### src/rtl/alu_operand_loader_if.sv
// Operand set handshake between the key loader and the 4-bit mini ALU.
// The loader drives the master side; the ALU drives ready on the slave side.
interface alu_operand_loader_if;
    logic [3:0] a;
    logic [3:0] b;
    logic [1:0] op;
    logic       valid;
    logic       ready;

    modport master (
        output a,
        output b,
        output op,
        output valid,
        input  ready
    );

    modport slave (
        input  a,
        input  b,
        input  op,
        input  valid,
        output ready
    );
endinterface

### src/rtl/alu_operand_loader.sv
// Key-driven operand entry for the mini ALU: debounced ENTER/CLEAR buttons
// commit A, B and op in turn, then offer the set over valid/ready.
module alu_operand_loader_debounce #(
    parameter int unsigned CYCLES = 4
) (
    input  logic clk,
    input  logic rst_n,
    input  logic btn,
    output logic pulse
);
    localparam int unsigned CW = $clog2(CYCLES + 1);

    logic          sync1;
    logic          sync2;
    logic          level;
    logic          level_d;
    logic [CW-1:0] cnt;

    // The level flips on the CYCLES-th consecutive mismatch.
    always_ff @(posedge clk or negedge rst_n) begin
        if (!rst_n) begin
            sync1   <= 1'b0;
            sync2   <= 1'b0;
            level   <= 1'b0;
            level_d <= 1'b0;
            cnt     <= '0;
            pulse   <= 1'b0;
        end else begin
            sync1   <= btn;
            sync2   <= sync1;
            level_d <= level;
            pulse   <= level & ~level_d;
            if (sync2 == level) begin
                cnt <= '0;
            end else if (cnt == CW'(CYCLES - 1)) begin
                cnt   <= '0;
                level <= sync2;
            end else begin
                cnt <= cnt + 1'b1;
            end
        end
    end
endmodule

module alu_operand_loader #(
    parameter int unsigned DEBOUNCE_CYCLES = 250000
) (
    input  logic                 clock,
    input  logic                 reset,
    input  logic [7:0]           key,
    alu_operand_loader_if.master bus,
    output logic [1:0]           state,
    output logic                 enter_pulse
);
    typedef enum logic [1:0] {
        LOAD_A  = 2'd0,
        LOAD_B  = 2'd1,
        LOAD_OP = 2'd2,
        ISSUE   = 2'd3
    } state_t;

    state_t     st;
    logic [3:0] a_q;
    logic [3:0] b_q;
    logic [1:0] op_q;
    logic       valid_q;
    logic       enter_p;
    logic       clear_p;
    logic       unused_keys;

    assign unused_keys = ^key[7:6];

    alu_operand_loader_debounce #(
        .CYCLES (DEBOUNCE_CYCLES)
    ) u_enter (
        .clk   (clock),
        .rst_n (reset),
        .btn   (key[4]),
        .pulse (enter_p)
    );

    alu_operand_loader_debounce #(
        .CYCLES (DEBOUNCE_CYCLES)
    ) u_clear (
        .clk   (clock),
        .rst_n (reset),
        .btn   (key[5]),
        .pulse (clear_p)
    );

    // CLEAR outranks everything, including a coincident ENTER.
    always_ff @(posedge clock or negedge reset) begin
        if (!reset) begin
            st      <= LOAD_A;
            a_q     <= '0;
            b_q     <= '0;
            op_q    <= '0;
            valid_q <= 1'b0;
        end else if (clear_p) begin
            st      <= LOAD_A;
            a_q     <= '0;
            b_q     <= '0;
            op_q    <= '0;
            valid_q <= 1'b0;
        end else begin
            unique case (st)
                LOAD_A: begin
                    if (enter_p) begin
                        a_q <= key[3:0];
                        st  <= LOAD_B;
                    end
                end
                LOAD_B: begin
                    if (enter_p) begin
                        b_q <= key[3:0];
                        st  <= LOAD_OP;
                    end
                end
                LOAD_OP: begin
                    if (enter_p) begin
                        op_q    <= key[1:0];
                        valid_q <= 1'b1;
                        st      <= ISSUE;
                    end
                end
                ISSUE: begin
                    if (valid_q && bus.ready) begin
                        valid_q <= 1'b0;
                        st      <= LOAD_A;
                    end
                end
                default: begin
                    st      <= LOAD_A;
                    valid_q <= 1'b0;
                end
            endcase
        end
    end

    assign bus.a       = a_q;
    assign bus.b       = b_q;
    assign bus.op      = op_q;
    assign bus.valid   = valid_q;
    assign state       = st;
    assign enter_pulse = enter_p;
endmodule

### src/flat_wrapper.sv
// flat-port wrapper written by rule: the top's interface ports become plain ports
module alu_operand_loader_flat 
#(
    parameter int unsigned DEBOUNCE_CYCLES = 250000
)
  (clock, reset, key, state, enter_pulse, bus_a, bus_b, bus_op, bus_valid, bus_ready);
  alu_operand_loader_if bus_i ();
  input  logic clock;
  input  logic reset;
  input  logic [7:0] key;
  output logic [1:0] state;
  output logic enter_pulse;
  output wire logic [$bits(bus_i.a)-1:0] bus_a;
  output wire logic [$bits(bus_i.b)-1:0] bus_b;
  output wire logic [$bits(bus_i.op)-1:0] bus_op;
  output wire logic [$bits(bus_i.valid)-1:0] bus_valid;
  input wire logic [$bits(bus_i.ready)-1:0] bus_ready;
  assign bus_a = bus_i.a;
  assign bus_b = bus_i.b;
  assign bus_op = bus_i.op;
  assign bus_valid = bus_i.valid;
  assign bus_i.ready = bus_ready;
  alu_operand_loader #(.DEBOUNCE_CYCLES(DEBOUNCE_CYCLES)) u_core (.clock(clock), .reset(reset), .key(key), .bus(bus_i), .state(state), .enter_pulse(enter_pulse));
endmodule
### config.mk
export PLATFORM = sky130hd
export DESIGN_NAME = alu_operand_loader_flat
export DESIGN_NICKNAME = d
export VERILOG_FILES = /design/src/rtl/alu_operand_loader_if.sv /design/src/rtl/alu_operand_loader.sv /design/src/flat_wrapper.sv
export SDC_FILE = /design/constraint.sdc
export NUM_CORES = 1
export LEC_CHECK = 0
export BUFFER_PORTS_ARGS = -buffer_cell sky130_fd_sc_hd__buf_4
export CORE_AREA = 2 2 76 78
export DETAILED_ROUTE_END_ITERATION = 10
export DIE_AREA = 0 0 78 80
export HOLD_SLACK_MARGIN = 0.03
export PLACE_DENSITY = 0.71
export SKIP_LAST_GASP = 1
export SLEW_MARGIN = 10
export SYNTH_ARGS = -nofsm -noshare
export SYNTH_HDL_FRONTEND = slang
export SYNTH_SLANG_ARGS = --single-unit
### constraint.sdc
create_clock -name clock -period 1.7 [get_ports clock]
set_input_delay 0 -clock clock [delete_from_list [all_inputs] [get_ports clock]]
set_output_delay 0 -clock clock [all_outputs]
set_load 0.03 [all_outputs]
==> run_results.csv, run 1 <==
group,metric,value,unit
status,outcome,"finished, violations left",
status,violations,"setup timing",
drt,routed_via_density,5.31,
worst_setup_path,path_max_fanout,8,
synth,synth_warnings,0,
worst_setup_path,required,1.93,ns
sta,fin_setup_tns,-0.216,ns
clocking,clkTransAtPathRegs,0.07,ns
clocking,cts_tree,"yes",
synth,synth.mux.area_fraction,1.18,%
synth,synth_compound_area_share,6.06,%
clocking,clock_latency,0.34,ns
sta,finalCritPeriodShare,102,%
sta,setup_viol_count_final,14,
drt,drt_iter0_drc,122,
worst_setup_path,worst_setup_path_start_kind,"flip-flop",
grt,grt_antenna_before_repair,0,
synth,synth.cell_area,2770,sq um
sta,skew,0.00721,ns
clocking,cts_root_buf,"clkbuf_8",
synth,synth_common_cells,"dfrtp_1, nor2_1, nand2_1",
synth,ys_seq_area_share,53.3,%
grt,grt_pass1_wl,9810,um
worst_setup_path,critPathMaxStageDelay,0.41,ns
clocking,cts-htree-levels,3,
placed_design,gp_congestion,0.818,
drt,wl_per_cell,14.5,um
synth,synth_top_area_share,53.3,%
run,cap_viol_max_count,0,
worst_setup_path,crit_end,"u_core.u_enter.cnt[14]",
drt,drt_first_pass_iters,4,
placed_design,hpwl,3920,um
worst_setup_path,critPathArrivalTime,1.96,ns
floorplan,die_h,80,um
drt,drc,0,
synth,ys_ff_latch,59,
clocking,numCtsBuffers,9,
worst_setup_path,r2r_cells,7,
worst_setup_path,r2r_slack,-0.03,ns
power,peakVddDrop,0.556,mV
synth,synth-xor-area-share,10.1,%
worst_setup_path,cp-startpoint,"u_core.u_enter.cnt[0]",
power,p_leak,1.67,nW
grt,grt_overflow,0,
power,pwr-share-seq,47.9,%
floorplan,num_io_pins,25,
power,p_switching,0.000645,W
power,totalPowerFinal,0.00299,W
synth,synth_fp_nets,286,
synth,synth_top_family_by_area,"simple AND/OR/NAND/NOR gates",
layout,antenna-diode-count,0,
synth,postSynth.asyncResetShare,100,%
power,combPwrFrac,4.6,%
power,p_int,0.00235,W
floorplan,core.rowCount,27,
floorplan,initial_utilization,51.2,%
drt,num_vias,2256,
synth,synthFlopType,"dfrtp_1",
synth,syn_area_per_cell,10.3,sq um
min_path,worstHoldPathType,"input port to asynchronous set/reset pin",
synth,synth.distinct_cells,34,
placed_design,port_buffers,22,
sta,tightest_slew,0.740,ns
sta,period_needed,1.73,ns
synth,synth_fa_ha_area_share,2.71,%
power,power_frac_clock,47.6,%
worst_setup_path,path_class,"flip-flop to flip-flop",
synth,yosysMostFrequentCell,"dfrtp_1",
synth,synth_enable_flop_cells,0,
drt,drt-total-wl,6160,um
synth,yosys.area_share.simple,24.3,%
drt,ant_nets,0,
floorplan,die-area,6240,sq um
clocking,cts_buffer_depth,2,
floorplan,coreArea,5410,sq um
worst_setup_path,r2r_end,"u_core.u_enter.cnt[14]",
sta,max_freq,578,MHz
layout,fillers,414,
layout,drive_gt1_share,29.7,%
worst_setup_path,reg2reg_from,"u_core.u_enter.cnt[0]",
power,sw_frac_of_total,21.6,%
synth,synthCells,269,
sta,rsz0062_at_grt,"yes",
sta,holdWs,0.263,ns
synth,synth.largest_area_cell,"dfrtp_1",
layout,final_nets,365,
sta,slew-limit-headroom,50.7,%
sta,setup_ws,-0.0308,ns
worst_setup_path,slowest_stage,"dfrtp_1",
grt,grt_usage,20.6,%
worst_setup_path,end_kind,"flip-flop",
grt,grt_pass1_vias,2147,
layout,synthToLayoutAreaGrowth,34.7,%
grt,grt_max_degree,60,
clocking,clock-sinks,59,
synth,synthTopCellsByArea,"dfrtp_1, xnor2_1, nor2_1",
floorplan,die_x,78,um
worst_setup_path,crit_chain,"ha_2 > nand3_1 > buf_6 > o41ai_4 > buf_4 > clkbuf_16 > nor2_1",
sta,hold_viol,0,
power,power_density,803,nW/um^2
sta,maxSlewViolCount,0,
-- sequential cells by signal, summed over array words and instances, names as in the netlist, 2 cells and up --
signal	count
u_core.u_clear.cnt	18
u_core.u_enter.cnt	18
u_core.bus.a	4
u_core.bus.b	4
u_core.bus.op	2
u_core.state	2
-- area by class of cell --
| class | count | area, sq um | area share (%) |
|---|---|---|---|
| tap | 72 | 90.1 | 2.42 |
| timing repair buffer | 74 | 609 | 16.3 |
| inverter | 9 | 33.8 | 0.906 |
| clock buffer | 10 | 138 | 3.69 |
| sequential | 59 | 1480 | 39.6 |
| clock inverter | 6 | 88.8 | 2.38 |
| multi-input combinational | 195 | 1290 | 34.6 |
-- metrics by stage --
stage / setup slack [ns] / instance area, sq um / utilization [%] / std cells
2_1_floorplan: -0.0487 / 2790 / - / 269
3_3_place_gp: 0.0372 / 3250 / 60.2 / 388
3_5_place_dp: -0.0242 / 3250 / 60.2 / 388
4_1_cts: -0.0124 / 3590 / 66.3 / 414
5_1_grt: -0.0884 / 3730 / 69.0 / 425
6_report: -0.0308 / 3730 / 69.0 / 425
-- cell usage in the layout, fill, tap and decap left out, types with 8 or more instances in the layout --
cell            n
nor2_1         41
xnor2_1        20
inv_1           9
buf_4          63
dfrtp_1        58
clkbuf_8       10
xor2_1         12
nor4_1          9
nand4_1         9
dlygate4sd3_1   8
nand2_1        27
a21oi_1        13
nand3_1        21
-- layer usage --
layer  track usage, %  up-vias  share of wire (%)
met5                0        -                  0
met2             33.7       33                 50
met4             9.30        0                2.2
met1             25.2     1106                 44
met3             6.22       15                3.1
li1                 -     1102                  -
-- power groups by stage --
stage	Sequential, W	Clock [W]	Combinational [W]
final	0.00143	0.00142	0.000136
after floorplan	0.00146	0	0.0000387
after CTS	0.00143	0.00146	0.000124
after detailed placement	0.00146	0	0.000108
after global routing	0.00143	0.00152	0.000154
after global placement	0.00146	0	0.000107
-- critical path: cells and delay by family, from the launching register on --
family / cells / cell delay (ns)
buffers and inverters: 3 / 0.49
AO/OA/AOI/OAI: 1 / 0.36
AND/OR/NAND/NOR: 2 / 0.14
adder cells (fa/ha/maj): 1 / 0.21
flip-flops: 1 / 0.41
-- logic make-up (layout without fill, tap and decap cells) --
kind of cell / Yosys count / count (layout)
muxes: 3 / 3
AOI/OAI and AO/OA: 22 / 22
xor gates and xnor gates: 32 / 32
and+or+nand+nor: 132 / 132
buffers and inverters: 15 / 99
DFF: 59 / 59
adders and majority gates: 6 / 6
-- repair_timing --
action,in CTS,in global routing
setup buffers,2,10
pin swaps,4,9
hold buffers,8,0
setup endpoints to repair,3,35
gates resized for setup,2,9
hold endpoints to repair,72,0
cloned,0,1
-- worst min-delay path by stage --
stage	startpoint	to	slack, ns	depth (start not counted)
after detailed placement	reset	u_core.bus.a[2]	0.11	1
after CTS	reset	u_core.u_enter.cnt[12]	0.28	2
after global placement	reset	u_core.bus.a[3]	0.11	1
after global routing	key[5]	u_core.u_clear.sync1	0.29	2
final	reset	u_core.bus.a[3]	0.26	2
after floorplan	reset	u_core.bus.a[0]	-0.30	0
Power figures use the tool's default switching activity.
==> run 2: changes to the inputs <==
--- a/config.mk
+++ b/config.mk
@@ -11,6 +11,7 @@
 export DIE_AREA = 0 0 78 80
 export HOLD_SLACK_MARGIN = 0.03
 export PLACE_DENSITY = 0.71
+export RECOVER_POWER = 25
 export SKIP_LAST_GASP = 1
 export SLEW_MARGIN = 10
 export SYNTH_ARGS = -nofsm -noshare
==> run 2 against run 1 <==
Effect of this change: the run still ends with setup timing left; design area hardly changed; critical path depth stayed put; global-route usage unchanged; setup slack about the same; first-iteration DRC count fell by 6.6%; clock-buffer cell count stayed put; sequential power about the same; sequential cell count unchanged; clock skew down 0.0017 ns; combinational power about the same; worst hold slack better by 0.063 ns; fmax barely moved; critical path type unchanged; largest cell class unchanged.
==> run_results.csv, run 2 (same netlist as run 1, synthesis figures left out) <==
group,metric,value,unit
worst_setup_path,required,1.92,ns
sta,setup_ws,-0.0304,ns
floorplan,die-area,6240,sq um
sta,tightest_slew,1.29,ns
clocking,clkTransAtPathRegs,0.07,ns
worst_setup_path,critPathMaxStageDelay,0.41,ns
layout,antenna-diode-count,0,
worst_setup_path,cp_num_buf_inv,3,
clocking,numCtsBuffers,9,
worst_setup_path,path_class,"flip-flop to flip-flop",
layout,final_nets,365,
sta,skew,0.00548,ns
grt,grt_usage,20.6,%
worst_setup_path,end_kind,"flip-flop",
drt,drt_iter0_drc,114,
drt,drt-total-wl,6160,um
power,p_leak,1.66,nW
sta,slew-limit-headroom,13.8,%
sta,rsz0062_at_grt,"yes",
grt,grt_antenna_before_repair,0,
worst_setup_path,worst_setup_path_start_kind,"flip-flop",
sta,period_needed,1.73,ns
sta,max_freq,578,MHz
placed_design,hpwl,3920,um
sta,setup_viol_count_final,14,
worst_setup_path,crit_chain,"ha_2 > nand3_1 > buf_6 > o41ai_4 > buf_4 > clkbuf_16 > nor2_1",
drt,ant_nets,0,
layout,mostFrequentLayoutCell,"buf_4",
clocking,cts_buffer_depth,2,
clocking,cts_root_buf,"clkbuf_8",
clocking,cts_tree,"yes",
power,power_density,803,nW/um^2
worst_setup_path,critPathArrivalTime,1.95,ns
grt,grt_max_degree,60,
min_path,worstHoldPathType,"input port to flip-flop",
floorplan,core.rowCount,27,
grt,grt_pass1_vias,2147,
placed_design,port_buffers,22,
drt,num_vias,2270,
clocking,cts-htree-levels,3,
clocking,clock-sinks,59,
sta,finalCritPeriodShare,102,%
status,violations,"setup timing",
power,totalPowerFinal,0.00299,W
sta,hold_viol,0,
layout,synthToLayoutAreaGrowth,34.6,%
floorplan,die_x,78,um
layout,final_cell_mix,"buf_4, dfrtp_1, nor2_1",
worst_setup_path,path_max_fanout,8,
placed_design,dpl_worst_slack,-0.0242,ns
drt,wl_per_cell,14.5,um
grt,grt_pass1_wl,9810,um
layout,drive_gt1_share,29.7,%
worst_setup_path,cp_top_family,"buffers and inverters",
status,outcome,"finished, violations left",
sta,maxSlewViolCount,0,
floorplan,die_h,80,um
layout,fillers,414,
layout,top_regs,"u_core.u_clear.cnt (18), u_core.u_enter.cnt (18)",
clocking,clock_latency,0.34,ns
floorplan,num_io_pins,25,
drt,routed_via_density,5.34,
drt,drc,0,
run,cap_viol_max_count,0,
grt,grt_overflow,0,
placed_design,gp_congestion,0.818,
floorplan,initial_utilization,51.2,%
worst_setup_path,slowest_stage,"dfrtp_1",
floorplan,coreArea,5410,sq um
power,peakVddDrop,0.553,mV
worst_setup_path,r2r_slack,-0.03,ns
drt,drt_first_pass_iters,4,
==> run 2: cell types whose count changed in the layout (fill, tap and decap cells not counted), sizes merged <==
cell | previous run | this run
buf | 65 | 63
clkbuf | 11 | 13
==> run 2: area by class of cell <==
| class | count | area (sq um) | area share (%) |
|---|---|---|---|
| flip-flops and latches | 59 | 1480 | 39.7 |
| multi-input cells | 195 | 1290 | 34.7 |
| repair buffers | 74 | 607 | 16.3 |
| clock buffers | 10 | 138 | 3.69 |
| well taps | 72 | 90.1 | 2.42 |
| clock inverters | 6 | 88.8 | 2.38 |
| inverters | 9 | 33.8 | 0.907 |
==> run 2: power by group <==
group	switching [W]	internal [W]
logic	0.0000717	0.0000636
registers	0.0000124	0.00142
clock network	0.000559	0.000864
total	0.000643	0.00235
==> run 2: worst paths after layout <==
check                                      start                      to  depth (start not counted)
hold / removal                            key[4]    u_core.u_enter.sync1                          2
hold reg to reg             u_core.u_clear.sync1    u_core.u_clear.sync2                          0
min in group asynchronous                  reset    u_core.u_enter.pulse                          2
setup reg to reg           u_core.u_enter.cnt[0]  u_core.u_enter.cnt[14]                          7
max in group asynchronous                  reset   u_core.u_enter.cnt[5]                          2
setup / recovery           u_core.u_enter.cnt[0]  u_core.u_enter.cnt[14]                          7
==> run 2: stage by stage <==
step	instance area [sq um]	hold WS [ns]	TNS, ns	std cells	util [%]
2_1_floorplan	2790	-0.296	-0.437	269	-
3_3_place_gp	3250	0.110	0	388	60.2
3_5_place_dp	3250	0.110	-0.0242	388	60.2
4_1_cts	3590	0.281	-0.0165	414	66.3
5_1_grt	3730	0.311	-1.57	425	68.9
6_report	3730	0.326	-0.201	425	68.9
==> run 2: worst reg2reg max path, cell delays in order, from the launching register on <==
cell	delay, ns
dfrtp_1	0.41
ha_2	0.21
nand3_1	0.10
buf_6	0.16
o41ai_4	0.36
buf_4	0.19
clkbuf_16	0.14
nor2_1	0.05
==> run 2: repair_timing <==
item                                    4_1_cts  5_1_grt
endpoints found under the setup margin        3       35
pin swaps                                     4        9
buffers inserted                              2       10
endpoints found under the hold margin        72        0
resized for setup                             2        9
hold buffers                                  8        0
gates cloned                                  0        1
==> run 2: routing by layer <==
| layer | vias to the layer above | share of wire, % | GRT usage, % |
|---|---|---|---|
| li1 | 1101 | - | - |
| met1 | 1117 | 44 | 25.2 |
| met2 | 39 | 51 | 33.7 |
| met3 | 13 | 3.4 | 6.22 |
| met4 | 0 | 1.8 | 9.30 |
| met5 | - | 0 | 0 |
==> run 3: changes to the inputs <==
--- a/config.mk
+++ b/config.mk
@@ -5,12 +5,13 @@
 export SDC_FILE = /design/constraint.sdc
 export NUM_CORES = 1
 export LEC_CHECK = 0
-export BUFFER_PORTS_ARGS = -buffer_cell sky130_fd_sc_hd__buf_4
-export CORE_AREA = 2 2 76 78
+export CORE_AREA = 2 2 74 76
+export CTS_CLUSTER_SIZE = 8
 export DETAILED_ROUTE_END_ITERATION = 10
-export DIE_AREA = 0 0 78 80
+export DIE_AREA = 0 0 76 78
+export DONT_BUFFER_PORTS = 1
 export HOLD_SLACK_MARGIN = 0.03
-export PLACE_DENSITY = 0.71
+export PLACE_DENSITY = 0.7
 export RECOVER_POWER = 25
 export SKIP_LAST_GASP = 1
 export SLEW_MARGIN = 10
==> run 3 against run 2 <==
Effect of this change: the run still ends with setup timing left; design area is 6.5% lower; via count shrank 7.8%; sequential cell count unchanged; core utilization rose by 0.17 points; clock power barely moved; fmax grew 1.6%; largest cell class unchanged.
==> run_results.csv, run 3 (same netlist as run 1, synthesis figures left out) <==
group,metric,value,unit
clocking,cts_buffer_depth,2,
power,power_frac_clock,47.9,%
sta,skew,0.00675,ns
drt,drt_iter0_drc,128,
worst_setup_path,critPathArrivalTime,1.97,ns
sta,setup_viol_count_final,1,
sta,rsz0062_at_grt,"yes",
clocking,clock-sinks,59,
status,outcome,"finished, violations left",
worst_setup_path,required,1.96,ns
worst_setup_path,path_max_fanout,3,
worst_setup_path,path_class,"flip-flop to flip-flop",
drt,drc,0,
sta,period_needed,1.70,ns
min_path,worstHoldPathType,"input port to flip-flop",
grt,grt_use_met3,6.74,%
power,sw_frac_of_total,21.2,%
sta,slew-limit-headroom,15.7,%
sta,maxSlewViolCount,0,
layout,synthToLayoutAreaGrowth,25.9,%
placed_design,placed_cells,366,
layout,mostFrequentLayoutCell,"dfrtp_1",
grt,grt_overflow,0,
worst_setup_path,critPathMaxStageDelay,0.56,ns
floorplan,num_io_pins,25,
power,combPwrFrac,3.7,%
drt,wl_per_cell,13.9,um
worst_setup_path,crit_top_cell,"or4_4",
sta,finalCritPeriodShare,100,%
worst_setup_path,end_kind,"flip-flop",
floorplan,coreArea,5040,sq um
clocking,numCtsBuffers,9,
placed_design,port_buffers,0,
clocking,clock_latency,0.33,ns
layout,fillers,378,
drt,routed_via_density,5.28,
drt,drt_first_pass_iters,4,
power,pwr-share-seq,48.5,%
worst_setup_path,cp_num_buf_inv,0,
clocking,cts-htree-levels,3,
layout,final_nets,338,
floorplan,core.rowCount,26,
status,violations,"setup timing",
layout,fin_util,69.1,%
drt,ant_nets,0,
drt,drt-total-wl,5520,um
sta,tightest_slew,1.26,ns
grt,grt_usage,20.3,%
grt,grt-busiest-layer,"met2",
grt,grtUsageMet1,24.5,%
grt,grt_max_degree,60,
worst_setup_path,worst_setup_path_start_kind,"flip-flop",
worst_setup_path,crit_chain,"nand4_4 > or4_4 > or4_4 > a21oi_2",
layout,antenna-diode-count,0,
sta,setup_ws,-0.00342,ns
layout,top_regs,"u_core.u_clear.cnt (18), u_core.u_enter.cnt (18)",
layout,final_cell_mix,"dfrtp_1, nor2_1, buf_4",
power,p_leak,1.53,nW
layout,drive_gt1_share,22.7,%
grt,grt_pass1_vias,2121,
power,power_density,848,nW/um^2
floorplan,die_h,78,um
grt,grt_pass1_wl,9540,um
power,p_int,0.00233,W
floorplan,die_x,76,um
worst_setup_path,slowest_stage,"or4_4",
worst_setup_path,cp_top_family,"simple AND/OR/NAND/NOR gates",
floorplan,die-area,5930,sq um
placed_design,hpwl,3670,um
sta,max_freq,587,MHz
clocking,cts_root_buf,"clkbuf_8",
grt,grtUsageMet2,35.2,%
power,peakVddDrop,0.588,mV
clocking,cts_tree,"yes",
drt,num_vias,2092,
sta,hold_viol,0,
run,cap_viol_max_count,0,
layout,layout.cells.non_filler,396,
grt,grt_antenna_before_repair,0,
sta,fin_setup_tns,-0.00342,ns
clocking,clkTransAtPathRegs,0.07,ns
placed_design,gp_congestion,0.795,
floorplan,initial_utilization,54.9,%
power,p_switching,0.000627,W
[run 3: stage by stage]
step	instance area, sq um	worst slack [ns]	power, W	hold slack (ns)
after detailed placement	3100	-0.0138	0.00152	-0.294
final	3480	-0.00342	0.00295	0.0770
after CTS	3450	0.00136	0.00299	0.0659
after global routing	3480	-0.0556	0.00307	0.119
after global placement	3100	0.0376	0.00152	-0.294
after floorplan	2790	-0.0487	0.00150	-0.296
[run 3: area by class of cell]
cell class                 instances  area [sq um]  area share [%]
sequential                        59          1480            42.4
multi-input combinational        195          1270            36.5
timing repair buffer              47           387            11.1
clock buffer                      10           138            3.95
clock inverter                     6          88.8            2.55
tap                               70          87.6            2.51
inverter                           9          33.8           0.969
[run 3: timing repair]
action,4_1_cts,5_1_grt
buffers inserted,2,3
gates resized for setup,1,6
pin swaps,1,2
endpoints found under the hold margin,72,0
setup endpoints to repair,2,18
hold buffers,9,0
[run 3: final timing paths]
kind / cells after the start / from / end / slack [ns]
min: 4 / bus_ready / u_core.state[0] / 0.08
min reg2reg: 0 / u_core.u_enter.sync1 / u_core.u_enter.sync2 / 0.35
min in group asynchronous: 2 / reset / u_core.bus.b[1] / 0.50
max in group asynchronous: 2 / reset / u_core.u_enter.cnt[6] / 0.36
max reg2reg: 4 / u_core.u_enter.cnt[6] / u_core.u_enter.cnt[17] / -0.003
max: 4 / u_core.u_enter.cnt[6] / u_core.u_enter.cnt[17] / -0.003
[run 3: power by group through the flow]
| stage | clock network [W] | registers [W] | logic, W |
|---|---|---|---|
| after floorplan | 0 | 0.00146 | 0.0000387 |
| after global placement | 0 | 0.00146 | 0.0000614 |
| after detailed placement | 0 | 0.00146 | 0.0000633 |
| after CTS | 0.00144 | 0.00143 | 0.000117 |
| after global routing | 0.00151 | 0.00143 | 0.000123 |
| final | 0.00141 | 0.00143 | 0.000108 |
[run 3: worst reg2reg max path: stages (launching register included)]
cell and delay, ns:
dfrtp_2 0.41, nand4_4 0.12, or4_4 0.56, or4_4 0.43, a21oi_2 0.13
[run 3: routing by layer]
metal	wire length, um	share of wire (%)	vias to the layer above
li1	-	-	1038
met1	2460	45	1016
met2	2780	50	30
met3	203	3.7	8
met4	71	1.3	0
met5	0	0	-
